<file path="src/rtl/ser_arb_pkg.sv">
// Shared types and constants for the serializer arbiter.
// Optional build macro: SER_ARB_FIXED_PRIO_EN (fixed-priority picking).
package ser_arb_pkg;

  typedef enum logic [1:0] {
    IDLE  = 2'd0,
    LOAD  = 2'd1,
    SHIFT = 2'd2,
    GUARD = 2'd3
  } state_e;

  localparam int SER_BITS = 8;
  localparam int CNT_W    = 4;
  localparam int GUARD_W  = 4;
  localparam int ID_W     = 3;

endpackage

</file>
<file path="src/rtl/serializer_arbiter_rr_picker.sv">
// Combinational winner search over the request vector.
// Round-robin from last+1; fixed lowest-index when SER_ARB_FIXED_PRIO_EN.
import ser_arb_pkg::*;

module rr_picker #(
  parameter int N_REQ = 4
) (
  input  logic [N_REQ-1:0] req,
  input  logic [ID_W-1:0]  last,
  output logic             vld,
  output logic [ID_W-1:0]  idx
);

`ifdef SER_ARB_FIXED_PRIO_EN
  logic unused_last;
  assign unused_last = ^last;

  always_comb begin
    vld = 1'b0;
    idx = '0;
    for (int i = N_REQ - 1; i >= 0; i--) begin
      if (req[i]) begin
        vld = 1'b1;
        idx = ID_W'(i);
      end
    end
  end
`else
  // Walk backwards so the nearest slot after last is written last.
  always_comb begin
    vld = 1'b0;
    idx = '0;
    for (int k = N_REQ; k >= 1; k--) begin
      if (req[(int'(last) + k) % N_REQ]) begin
        vld = 1'b1;
        idx = ID_W'((int'(last) + k) % N_REQ);
      end
    end
  end
`endif

endmodule

</file>
<file path="src/rtl/serializer_arbiter.sv">
// Round-robin arbiter sequencing a shared 8-bit load/shift serializer.
// Build macro SER_ARB_FIXED_PRIO_EN selects fixed lowest-index priority.
import ser_arb_pkg::*;

module serializer_arbiter #(
  parameter int N_REQ        = 4,
  parameter int DATA_W       = 8,
  parameter int GUARD_CYCLES = 1
) (
  input  logic                    clk,
  input  logic                    rst,
  input  logic [N_REQ-1:0]        req_valid,
  input  logic [N_REQ*DATA_W-1:0] req_data,
  output logic [N_REQ-1:0]        req_ready,
  output logic                    ser_load,
  output logic [DATA_W-1:0]       ser_data,
  output logic [2:0]              grant_id,
  output logic                    busy
);

  state_e              state_q, state_d;
  logic [ID_W-1:0]     last_q, last_d;
  logic [ID_W-1:0]     grant_q, grant_d;
  logic                ser_load_q, ser_load_d;
  logic [DATA_W-1:0]   ser_data_q, ser_data_d;
  logic [CNT_W-1:0]    shift_q, shift_d;
  logic [GUARD_W-1:0]  guard_q, guard_d;
  logic                busy_q, busy_d;
  logic                pick_vld;
  logic [ID_W-1:0]     pick_idx;
  logic                accept;

  rr_picker #(
    .N_REQ (N_REQ)
  ) u_picker (
    .req  (req_valid),
    .last (last_q),
    .vld  (pick_vld),
    .idx  (pick_idx)
  );

  // Ready is suppressed under reset so no byte can slip through.
  assign accept    = !rst && (state_q == IDLE) && pick_vld;
  assign req_ready = accept ? (N_REQ'(1) << pick_idx) : '0;
  assign ser_load  = ser_load_q;
  assign ser_data  = ser_data_q;
  assign grant_id  = grant_q;
  assign busy      = busy_q | accept;

  always_comb begin
    state_d    = state_q;
    last_d     = last_q;
    grant_d    = grant_q;
    ser_load_d = 1'b0;
    ser_data_d = ser_data_q;
    shift_d    = shift_q;
    guard_d    = guard_q;
    busy_d     = busy_q;
    unique case (state_q)
      IDLE: begin
        if (pick_vld) begin
          ser_load_d = 1'b1;
          ser_data_d = req_data[pick_idx*DATA_W +: DATA_W];
          grant_d    = pick_idx;
`ifndef SER_ARB_FIXED_PRIO_EN
          last_d     = pick_idx;
`endif
          busy_d     = 1'b1;
          state_d    = LOAD;
        end
      end
      LOAD: begin
        shift_d = CNT_W'(SER_BITS);
        state_d = SHIFT;
      end
      SHIFT: begin
        shift_d = shift_q - CNT_W'(1);
        if (shift_q <= CNT_W'(1)) begin
          if (GUARD_CYCLES == 0) begin
            state_d = IDLE;
            busy_d  = 1'b0;
          end else begin
            guard_d = GUARD_W'(GUARD_CYCLES);
            state_d = GUARD;
          end
        end
      end
      GUARD: begin
        guard_d = guard_q - GUARD_W'(1);
        if (guard_q <= GUARD_W'(1)) begin
          state_d = IDLE;
          busy_d  = 1'b0;
        end
      end
      default: state_d = IDLE;
    endcase
  end

  always_ff @(posedge clk) begin
    if (rst) begin
      state_q    <= IDLE;
      last_q     <= ID_W'(N_REQ - 1);
      grant_q    <= '0;
      ser_load_q <= 1'b0;
      ser_data_q <= '0;
      shift_q    <= '0;
      guard_q    <= '0;
      busy_q     <= 1'b0;
    end else begin
      state_q    <= state_d;
      last_q     <= last_d;
      grant_q    <= grant_d;
      ser_load_q <= ser_load_d;
      ser_data_q <= ser_data_d;
      shift_q    <= shift_d;
      guard_q    <= guard_d;
      busy_q     <= busy_d;
    end
  end

endmodule

</file>
<file path="config.mk">
export PLATFORM = sky130hd
export DESIGN_NAME = serializer_arbiter
export DESIGN_NICKNAME = d
export VERILOG_FILES = /design/src/rtl/ser_arb_pkg.sv /design/src/rtl/serializer_arbiter_rr_picker.sv /design/src/rtl/serializer_arbiter.sv
export SDC_FILE = /design/constraint.sdc
export NUM_CORES = 1
export LEC_CHECK = 0
export ABC_AREA = 0
export CAP_MARGIN = 10
export CORE_MARGIN = 2
export CORE_UTILIZATION = 45
export DETAILED_ROUTE_END_ITERATION = 6
export PLACE_DENSITY = 0.81
export SYNTH_ARGS = -nofsm -noshare
export SYNTH_HDL_FRONTEND = slang
export SYNTH_SLANG_ARGS = --single-unit
</file>
<file path="constraint.sdc">
create_clock -name clk -period 3.03 [get_ports clk]
set_input_delay 0.4545 -clock clk [delete_from_list [all_inputs] [get_ports clk]]
set_output_delay 0.4545 -clock clk [all_outputs]
set_load 0.01 [all_outputs]
</file>
# Yosys cells after proc, flatten, opt, wreduce, memory -nomap -nowiden
# Index checks and enable logic that the tools add are counted.
dict set report word_totals {
  ff_bits 25
  in_bits 38
  output_inout_bits 17
  elab_cells 82
}
dict set report classes {
  add_sub_neg 6
  order_cmp 6
  eq_ne 6
  n_shift 2
  muxes 32
  bitwise 6
  n_reduce_logical 16
}
# operator n
set ops {}
lappend ops {{$shiftx 32x7->8} 1}
lappend ops {{$lt 3x4->1 const B} 4}
lappend ops {{$pmux 4 s2} 2}
lappend ops {{$mux 1} 15}
lappend ops {{$mux 3} 4}
lappend ops {{$reduce_or 2->1} 5}
lappend ops {{$bmux 1 s2} 4}
lappend ops {{$le 4x1->1 const B} 2}
lappend ops {{$mux 4} 2}
lappend ops {{$pmux 2 s4} 1}
lappend ops {{$sub 4x1->4 const B} 2}
lappend ops {{$mux 2} 3}
lappend ops {{$ne 2x2->1 const B} 3}
lappend ops {{$reduce_and 3->1} 2}
lappend ops {{$reduce_bool 2->1} 3}
lappend ops {{$add 2x1->2 const B} 2}
lappend ops {{$add 2x2->2 const B} 2}
lappend ops {{$and 1x1->1 const A} 4}
lappend ops {{$eq 2x2->1 const B} 2}
lappend ops {{$reduce_and 2->1} 2}
lappend ops {{$shl 1x3->4 const A} 1}
lappend ops {{$eq 2x1->1 const B} 1}
lappend ops {{$logic_and 1x1->1} 2}
lappend ops {{$logic_not 2->1} 1}
lappend ops {{4 further kinds} 4}

# Logic depth before layout (Yosys ltp)
# Gate-level depths: netlist (run 1).
dict set report depth {
  depth_word 12
  depth_mapped 7
  mapped_depth_nobuf 7
}

# Cells and area by module
# A second synthesis (run 1) with hierarchy kept.
dict set report hier_totals {
  hier_cells 160
  hier_area_um2 1440.1
}
# mod n_inst cells_per_inst area_per_inst_um2 seq_area_each_um2
set by_module_without_submodules {}
lappend by_module_without_submodules {serializer_arbiter 1 144 1337.5 500.5}
lappend by_module_without_submodules {rr_picker 1 16 102.6 0.0}

# Worst setup path before layout (run 1)
# OpenSTA, ideal clock, no wires.
dict set report synth_path {
  path_type {input port to output port}
  startpoint {input port req_valid[0]}
  endpoint {output port busy}
  arrival_ns 1.314
  slack_ns 1.261
  stages 3
  path_buffers 0
  cell_sequence {o41ai_4 nor2_1 or2_2}
}
dict set report synth_between {
  elab_chain_len 9
  elab_cells_between_ends 18
  cone_classes {16 x mux; 1 x bitwise; 1 x reduce/logical}
}
# item line_no
set synth_lines {}
lappend synth_lines {{start: declaration} serializer_arbiter.sv:12} ;# input logic [N_REQ-1:0] req_valid,
lappend synth_lines {{$bmux 1 s2} serializer_arbiter_rr_picker.sv:34} ;# if (req[(int'(last) + k) % N_REQ]) begin
lappend synth_lines {{$mux 1 (not written as such) (2 in a row)} serializer_arbiter_rr_picker.sv:34}
lappend synth_lines {{$mux 1 (3 in a row)} serializer_arbiter_rr_picker.sv:34}
lappend synth_lines {{$mux 1 (*)} serializer_arbiter_rr_picker.sv:34}
lappend synth_lines {{$logic_and 1x1->1 (*)} serializer_arbiter.sv:43} ;# assign accept = !rst && (state_q == IDLE) && pick_vld;
lappend synth_lines {{$or 1x1->1 (*)} serializer_arbiter.sv:48} ;# assign busy = busy_q | accept;
lappend synth_lines {{end: declaration} serializer_arbiter.sv:18} ;# output logic busy
# Mark *: on every way between the ends. The rest lies on a longest branch, timed or not. The select of a mux whose other input is x is not followed.

# Final worst setup path (run 1)
# Same ends and word-level chain as after synthesis.

==> flow_metrics.env, run 1 <==
export IMPL_status="complete, no violations"
export IMPL_p_sw_share_pct=39.3
export IMPL_arrival_ns=2.31
export IMPL_p_comb_share_pct=58.1
export IMPL_nets=260
export IMPL_clockBufferDepth=2
export IMPL_num_antenna_cells=0
export IMPL_ant_nets=0
export IMPL_netlist_top_cells_area="dfxtp_1 33%, mux2i_1 12%, ha_1 6.9%, nor2_1 5.4%, a221oi_1 4.8%"
export IMPL_start_util_pct=47.3
export IMPL_r2r_start="shift_q[0]$_SDFFE_PP0P_"
export IMPL_synthTopCellsByCount="24 x dfxtp_1, 21 x nor2_1, 17 x mux2i_1"
export IMPL_place_inst=253
export IMPL_rr_worst_depth=7
export IMPL_rsz0062_at_grt="no"
export IMPL_ios=55
export IMPL_finalSetupViolCount=0
export IMPL_dp_hpwl_um=2800
export IMPL_port_buffers=53
export IMPL_cts_tree="done"
export IMPL_syn_num_nets=208
export IMPL_clock_sinks=24
export IMPL_relSlewSlack_pct=58.1
export IMPL_cpMostUsedCell="clkdlybuf4s50_1"
export IMPL_slowest_stage="clkdlybuf4s50_1"
export IMPL_cts_resized=0
export IMPL_max_freq_mhz=361
export IMPL_path_max_fanout=5
export IMPL_power_share_sequential_pct=33.3
export IMPL_tightest_slew_ns=0.627
export IMPL_root_buffer="clkbuf_4"
export IMPL_r2r_end="guard_q[3]$_SDFFE_PP0P_"
export IMPL_synthFlopType="dfxtp_1"
export IMPL_p_int_mw=0.937
export IMPL_yosysTopAreaCell="dfxtp_1"
export IMPL_period_needed_ns=2.77
export IMPL_cts_buffers_inserted=3
export IMPL_grt_max_degree=24
export IMPL_yosysTopAreaCellShare_pct=33.0
export IMPL_postPlaceCellArea_um2=2000
export IMPL_max_cap_violations=0
export IMPL_end_kind="output port"
export IMPL_synth_edf_count=0
export IMPL_num_rows=20
export IMPL_path_clk_slew_ns=0.11
export IMPL_firstDrtPassIters=4
export IMPL_synthCells=162
export IMPL_drv_slew=0
export IMPL_fin_util_pct=65.8
export IMPL_startpoint_type="primary input"
export IMPL_finalNonFillerCells=256
export IMPL_place_gp_congestion=0.840
export IMPL_fin_crit_sh_pct=91.3
export IMPL_r2r_setup_slack_ns=1.04
export IMPL_grt_use_total_pct=19.8
export IMPL_p_sw_mw=0.606
export IMPL_tns_ns=0
export IMPL_die_x_um=60.9
export IMPL_grt_overflow_total=0
export IMPL_h_tree_depth=1
export IMPL_via_per_inst=5.36
export IMPL_seq_area_frac_synth_pct=33.0
export IMPL_yosysMostFrequentCell="dfxtp_1"
export IMPL_stdcell_area_um2=2020
export IMPL_hold_path_class="register to register"
export IMPL_cp_cell_sequence="clkdlybuf4s50_1 -> o41ai_4 -> nor2_1 -> or2_2 -> clkdlybuf4s50_1"
export IMPL_max_stage_delay_ns=0.55
export IMPL_pwr_share_clk_pct=8.6
export IMPL_fillers=274
export IMPL_yosysWarnings=0
export IMPL_hold_viol=0
export IMPL_cts_hold_buf=0
export IMPL_critPathRequiredTime_ns=2.58
export IMPL_vias=1373
export IMPL_max_vdd_ir_drop_mv=0.417
export IMPL_postCtsSetupBuffers=0
export IMPL_ys_types=39
export IMPL_die_area_um2=3710
export IMPL_finClkSkew_ns=0.00513
export IMPL_synth_seq_cells=24
export IMPL_grt_pass1_vias=1278
export IMPL_async_flop_share_pct=0
export IMPL_antenna_found_initial=0
export IMPL_wl_per_cell_um=13.9
export IMPL_drt_iter0_markers=39
export IMPL_dieHeight_um=60.9
export IMPL_drc=0
export IMPL_startpoint="req_valid[0]"
export IMPL_area_growth_pct=39.0
export IMPL_core_um2=3080
export IMPL_critical_path_class="primary input to output port"
export IMPL_wirelength_um=3550
export IMPL_syn_avg_cell_area_um2=8.99
export IMPL_cellLeakagePower_nw=0.819
export IMPL_powerDensity_nw_per_um2=762
export IMPL_cp_endpoint="busy"
export IMPL_synth_area_um2=1460
export IMPL_clk_latency_ns=0.31
export IMPL_layout_drive_gt1_share_pct=6.13
export IMPL_grt_pass1_wl_um=5590
==> power by group through the flow <==
stage | Combinational, mW | Clock (mW) | Sequential (mW)
finish | 0.896 | 0.133 | 0.513
global route | 0.992 | 0.148 | 0.530
CTS | 0.902 | 0.141 | 0.513
detailed placement | 0.900 | 0 | 0.522
global placement | 0.864 | 0 | 0.513
floorplan | 0.559 | 0 | 0.539
==> final cells by class <==
type | instances | area (um2) | share of cell area, %
Clock buffer | 3 | 22.5 | 1.11
Inverter | 8 | 30.0 | 1.48
Multi-Input combinational cell | 121 | 883 | 43.6
Sequential cell | 24 | 480 | 23.7
Tap cell | 44 | 55.1 | 2.72
Timing Repair Buffer | 56 | 553 | 27.3
==> flip-flops by register name (all words and copies together), names as in the netlist <==
signal    flops
shift_q       4
ser_load      1
last_q        2
busy_q        1
guard_q       4
state_q       2
ser_data      8
grant_id      2
==> per-layer routing <==
layer | wire length, um | part of all wire, % | global-route usage (%)
met4 | 15 | 0.42 | 2.80
met3 | 283 | 8.0 | 6.18
met2 | 1780 | 50 | 36.9
met1 | 1460 | 41 | 22.5
met5 | 0 | 0 | 0
==> critical path: cells and delay by family <==
kind,cells,cell delay [ns]
AND/OR/NAND/NOR,2,0.42
buffers and inverters,2,1.02
AO/OA/AOI/OAI,1,0.41
==> cell usage in the layout (no fill, tap or decap), types with 2 or more instances in the layout <==
cell             count
nor2_1              21
mux2i_1             17
inv_1                8
o21ai_0              4
nand2_1              6
buf_4                3
nor3_1               3
a21oi_1              8
a2bb2oi_1            3
nor4_1               2
nand3_1              4
nand2b_1             4
dfxtp_1             24
o31ai_1              3
nor2b_1              3
a211oi_1             2
o21bai_1             9
ha_1                 8
clkdlybuf4s50_1     53
clkbuf_4             3
a221oi_1             8
==> cells by family after synthesis <==
| kind of cell | synth area share [%] |
|---|---|
| other | 0.257 |
| buffers and inverters | 6.36 |
| adders and majority gates | 6.87 |
| DFF | 33.0 |
| muxes | 11.7 |
| and+or+nand+nor | 16.6 |
| AOI/OAI and AO/OA | 25.3 |
==> worst min-delay path by stage <==
| stage | startpoint | to | depth (start not counted) |
|---|---|---|---|
| final | grant_id[0]$_SDFFE_PP0P_ | grant_id[0]$_SDFFE_PP0P_ | 2 |
| after global routing | grant_id[0]$_SDFFE_PP0P_ | grant_id[0]$_SDFFE_PP0P_ | 2 |
| after CTS | grant_id[0]$_SDFFE_PP0P_ | grant_id[0]$_SDFFE_PP0P_ | 2 |
| after detailed placement | grant_id[0]$_SDFFE_PP0P_ | grant_id[0]$_SDFFE_PP0P_ | 2 |
| after global placement | grant_id[1]$_SDFFE_PP0P_ | grant_id[1]$_SDFFE_PP0P_ | 2 |
| after floorplan | busy_q$_SDFFE_PP0P_ | busy_q$_SDFFE_PP0P_ | 2 |
==> per-stage QoR <==
step | worst slack, ns | total power [mW] | hold WS [ns]
6_report | 0.262 | 1.54 | 0.503
5_1_grt | 0.126 | 1.67 | 0.527
4_1_cts | 0.259 | 1.56 | 0.507
3_5_place_dp | 0.267 | 1.42 | 0.485
3_3_place_gp | 0.292 | 1.38 | 0.448
2_1_floorplan | 1.26 | 1.10 | 0.470
Power figures use the tool's default switching activity.
==> run 2: changes to the inputs <==
--- a/config.mk
+++ b/config.mk
@@ -7,10 +7,13 @@
 export LEC_CHECK = 0
 export ABC_AREA = 0
 export CAP_MARGIN = 10
+export CELL_PAD_IN_SITES_DETAIL_PLACEMENT = 0
+export CELL_PAD_IN_SITES_GLOBAL_PLACEMENT = 2
 export CORE_MARGIN = 2
-export CORE_UTILIZATION = 45
+export CORE_UTILIZATION = 27
 export DETAILED_ROUTE_END_ITERATION = 6
-export PLACE_DENSITY = 0.81
+export PLACE_DENSITY_LB_ADDON = 0.1
+export RECOVER_POWER = 50
 export SYNTH_ARGS = -nofsm -noshare
 export SYNTH_HDL_FRONTEND = slang
 export SYNTH_SLANG_ARGS = --single-unit
==> flow_metrics.env, run 2 (synthesized netlist as in run 1, its figures left out) <==
export IMPL_vias=1308
export IMPL_port_buffers=53
export IMPL_status="complete, no violations"
export IMPL_critical_path_class="primary input to output port"
export IMPL_die_x_um=77.4
export IMPL_max_vdd_ir_drop_mv=0.246
export IMPL_drt_iter0_markers=51
export IMPL_path_clk_slew_ns=0.08
export IMPL_critPathRequiredTime_ns=2.58
export IMPL_die_area_um2=6000
export IMPL_layout_drive_gt1_share_pct=5.66
export IMPL_max_stage_delay_ns=0.65
export IMPL_multi_input_area_um2=882
export IMPL_largest_reg_flops=8
export IMPL_whs_path_depth=2
export IMPL_cp_cell_sequence="clkdlybuf4s50_1 -> and2b_1 -> nor2_1 -> nor2_1 -> nand2_1 -> nor2_1 -> clkdlybuf4s50_1"
export IMPL_dp_hpwl_um=3070
export IMPL_max_freq_mhz=356
export IMPL_drc=0
export IMPL_via_per_inst=4.64
export IMPL_core_um2=5170
export IMPL_cts_hold_buf=0
export IMPL_clockBufferDepth=2
export IMPL_startpoint_type="primary input"
export IMPL_ios=55
export IMPL_root_buffer="clkbuf_8"
export IMPL_grt_use_total_pct=13.2
export IMPL_cts_tree="done"
export IMPL_r2r_end="guard_q[1]$_SDFFE_PP0P_"
export IMPL_grt_pass1_vias=1279
export IMPL_grt_max_degree=24
export IMPL_grt_overflow_total=0
export IMPL_clock_sinks=24
export IMPL_fin_util_pct=40.1
export IMPL_fin_crit_sh_pct=92.8
export IMPL_hold_path_class="register to register"
export IMPL_rr_worst_depth=7
export IMPL_wirelength_um=3960
export IMPL_powerDensity_nw_per_um2=761
export IMPL_final_common_cell="clkdlybuf4s50_1"
export IMPL_relSlewSlack_pct=58.7
export IMPL_finClkSkew_ns=0.00148
export IMPL_arrival_ns=2.36
export IMPL_slowest_stage="clkdlybuf4s50_1"
export IMPL_wl_per_cell_um=14.0
export IMPL_hold_end="grant_id[1]$_SDFFE_PP0P_"
export IMPL_fillers=512
export IMPL_path_delay_family="buffers and inverters"
export IMPL_tns_ns=0
export IMPL_num_antenna_cells=0
export IMPL_h_tree_depth=1
export IMPL_clk_latency_ns=0.26
export IMPL_seqCellArea_um2=480
export IMPL_antenna_found_initial=0
export IMPL_ant_nets=0
export IMPL_r2r_setup_slack_ns=1.02
export IMPL_cellLeakagePower_nw=0.848
export IMPL_place_gp_congestion=0.795
export IMPL_cts_buffers_inserted=3
export IMPL_tightest_slew_ns=0.614
export IMPL_firstDrtPassIters=4
export IMPL_grt_pass1_wl_um=6490
export IMPL_max_cap_violations=0
export IMPL_cts_resized=0
export IMPL_start_util_pct=28.2
export IMPL_final_cell_mix="42 x clkdlybuf4s50_1, 24 x dfxtp_1, 21 x nor2_1"
export IMPL_area_growth_pct=42.4
export IMPL_path_max_fanout=6
export IMPL_rsz0062_at_grt="no"
export IMPL_r2r_start="shift_q[0]$_SDFFE_PP0P_"
export IMPL_end_kind="output port"
export IMPL_hold_viol=0
export IMPL_drv_slew=0
export IMPL_finalSetupViolCount=0
export IMPL_nets=260
export IMPL_dieHeight_um=77.4
export IMPL_postCtsSetupBuffers=0
export IMPL_hp_start="grant_id[1]$_SDFFE_PP0P_"
export IMPL_num_rows=26
export IMPL_critPathBufInv=2
export IMPL_cpMostUsedCell="nor2_1"
export IMPL_period_needed_ns=2.81
==> run 2: cell types whose count changed in the layout (fill, tap and decap cells not counted), sizes merged <==
cell and delta:
dlygate4sd3 +11, clkdlybuf4s50 -11
==> run 2: power breakdown <==
part	internal, mW	leakage [nW]	switching, mW
registers	0.434	0.198	0.0786
clock network	0.0888	0.0216	0.0995
logic	0.433	0.628	0.446
==> run 2: worst max-delay path by stage <==
stage / end / startpoint / cells past startpoint / slack, ns
2_1_floorplan: busy / req_valid[0] / 3 / 1.26
3_3_place_gp: busy / req_valid[0] / 5 / 0.26
3_5_place_dp: req_ready[2] / req_valid[3] / 7 / 0.19
4_1_cts: req_ready[2] / req_valid[3] / 7 / 0.19
5_1_grt: req_ready[1] / req_valid[0] / 6 / 0.05
6_report: req_ready[2] / req_valid[3] / 7 / 0.22
==> run 2: tightest hold or removal path: stages, from the launching register on <==
cell and delay, ns:
dfxtp_1 0.31, nand2_1 0.05, a21oi_1 0.06
==> run 2: cell type report <==
class,instances,area share [%]
clock buffer,3,1.99
multi-input combinational,121,42.5
tap,70,4.22
sequential,24,23.2
timing repair buffer,56,26.7
inverter,8,1.45
==> run 2: per-stage QoR <==
| step | power [mW] | setup WS [ns] | std cells | hold slack, ns | area (um2) |
|---|---|---|---|---|---|
| 2_1_floorplan | 1.10 | 1.26 | 162 | 0.470 | 1460 |
| 4_1_cts | 1.63 | 0.189 | 282 | 0.473 | 2080 |
| 5_1_grt | 1.72 | 0.0515 | 282 | 0.510 | 2070 |
| 6_report | 1.58 | 0.220 | 282 | 0.464 | 2070 |
| 3_5_place_dp | 1.44 | 0.191 | 279 | 0.460 | 2030 |
| 3_3_place_gp | 1.41 | 0.255 | 279 | 0.450 | 2030 |
==> run 2: layer usage <==
metal,GRT usage [%],wire length (um),part of all wire [%],vias to the layer above
met5,0,0,0,-
met4,3.21,24,0.61,0
met3,2.56,185,4.7,2
met2,22.6,1850,47,28
met1,17.2,1900,48,593
li1,-,-,-,685
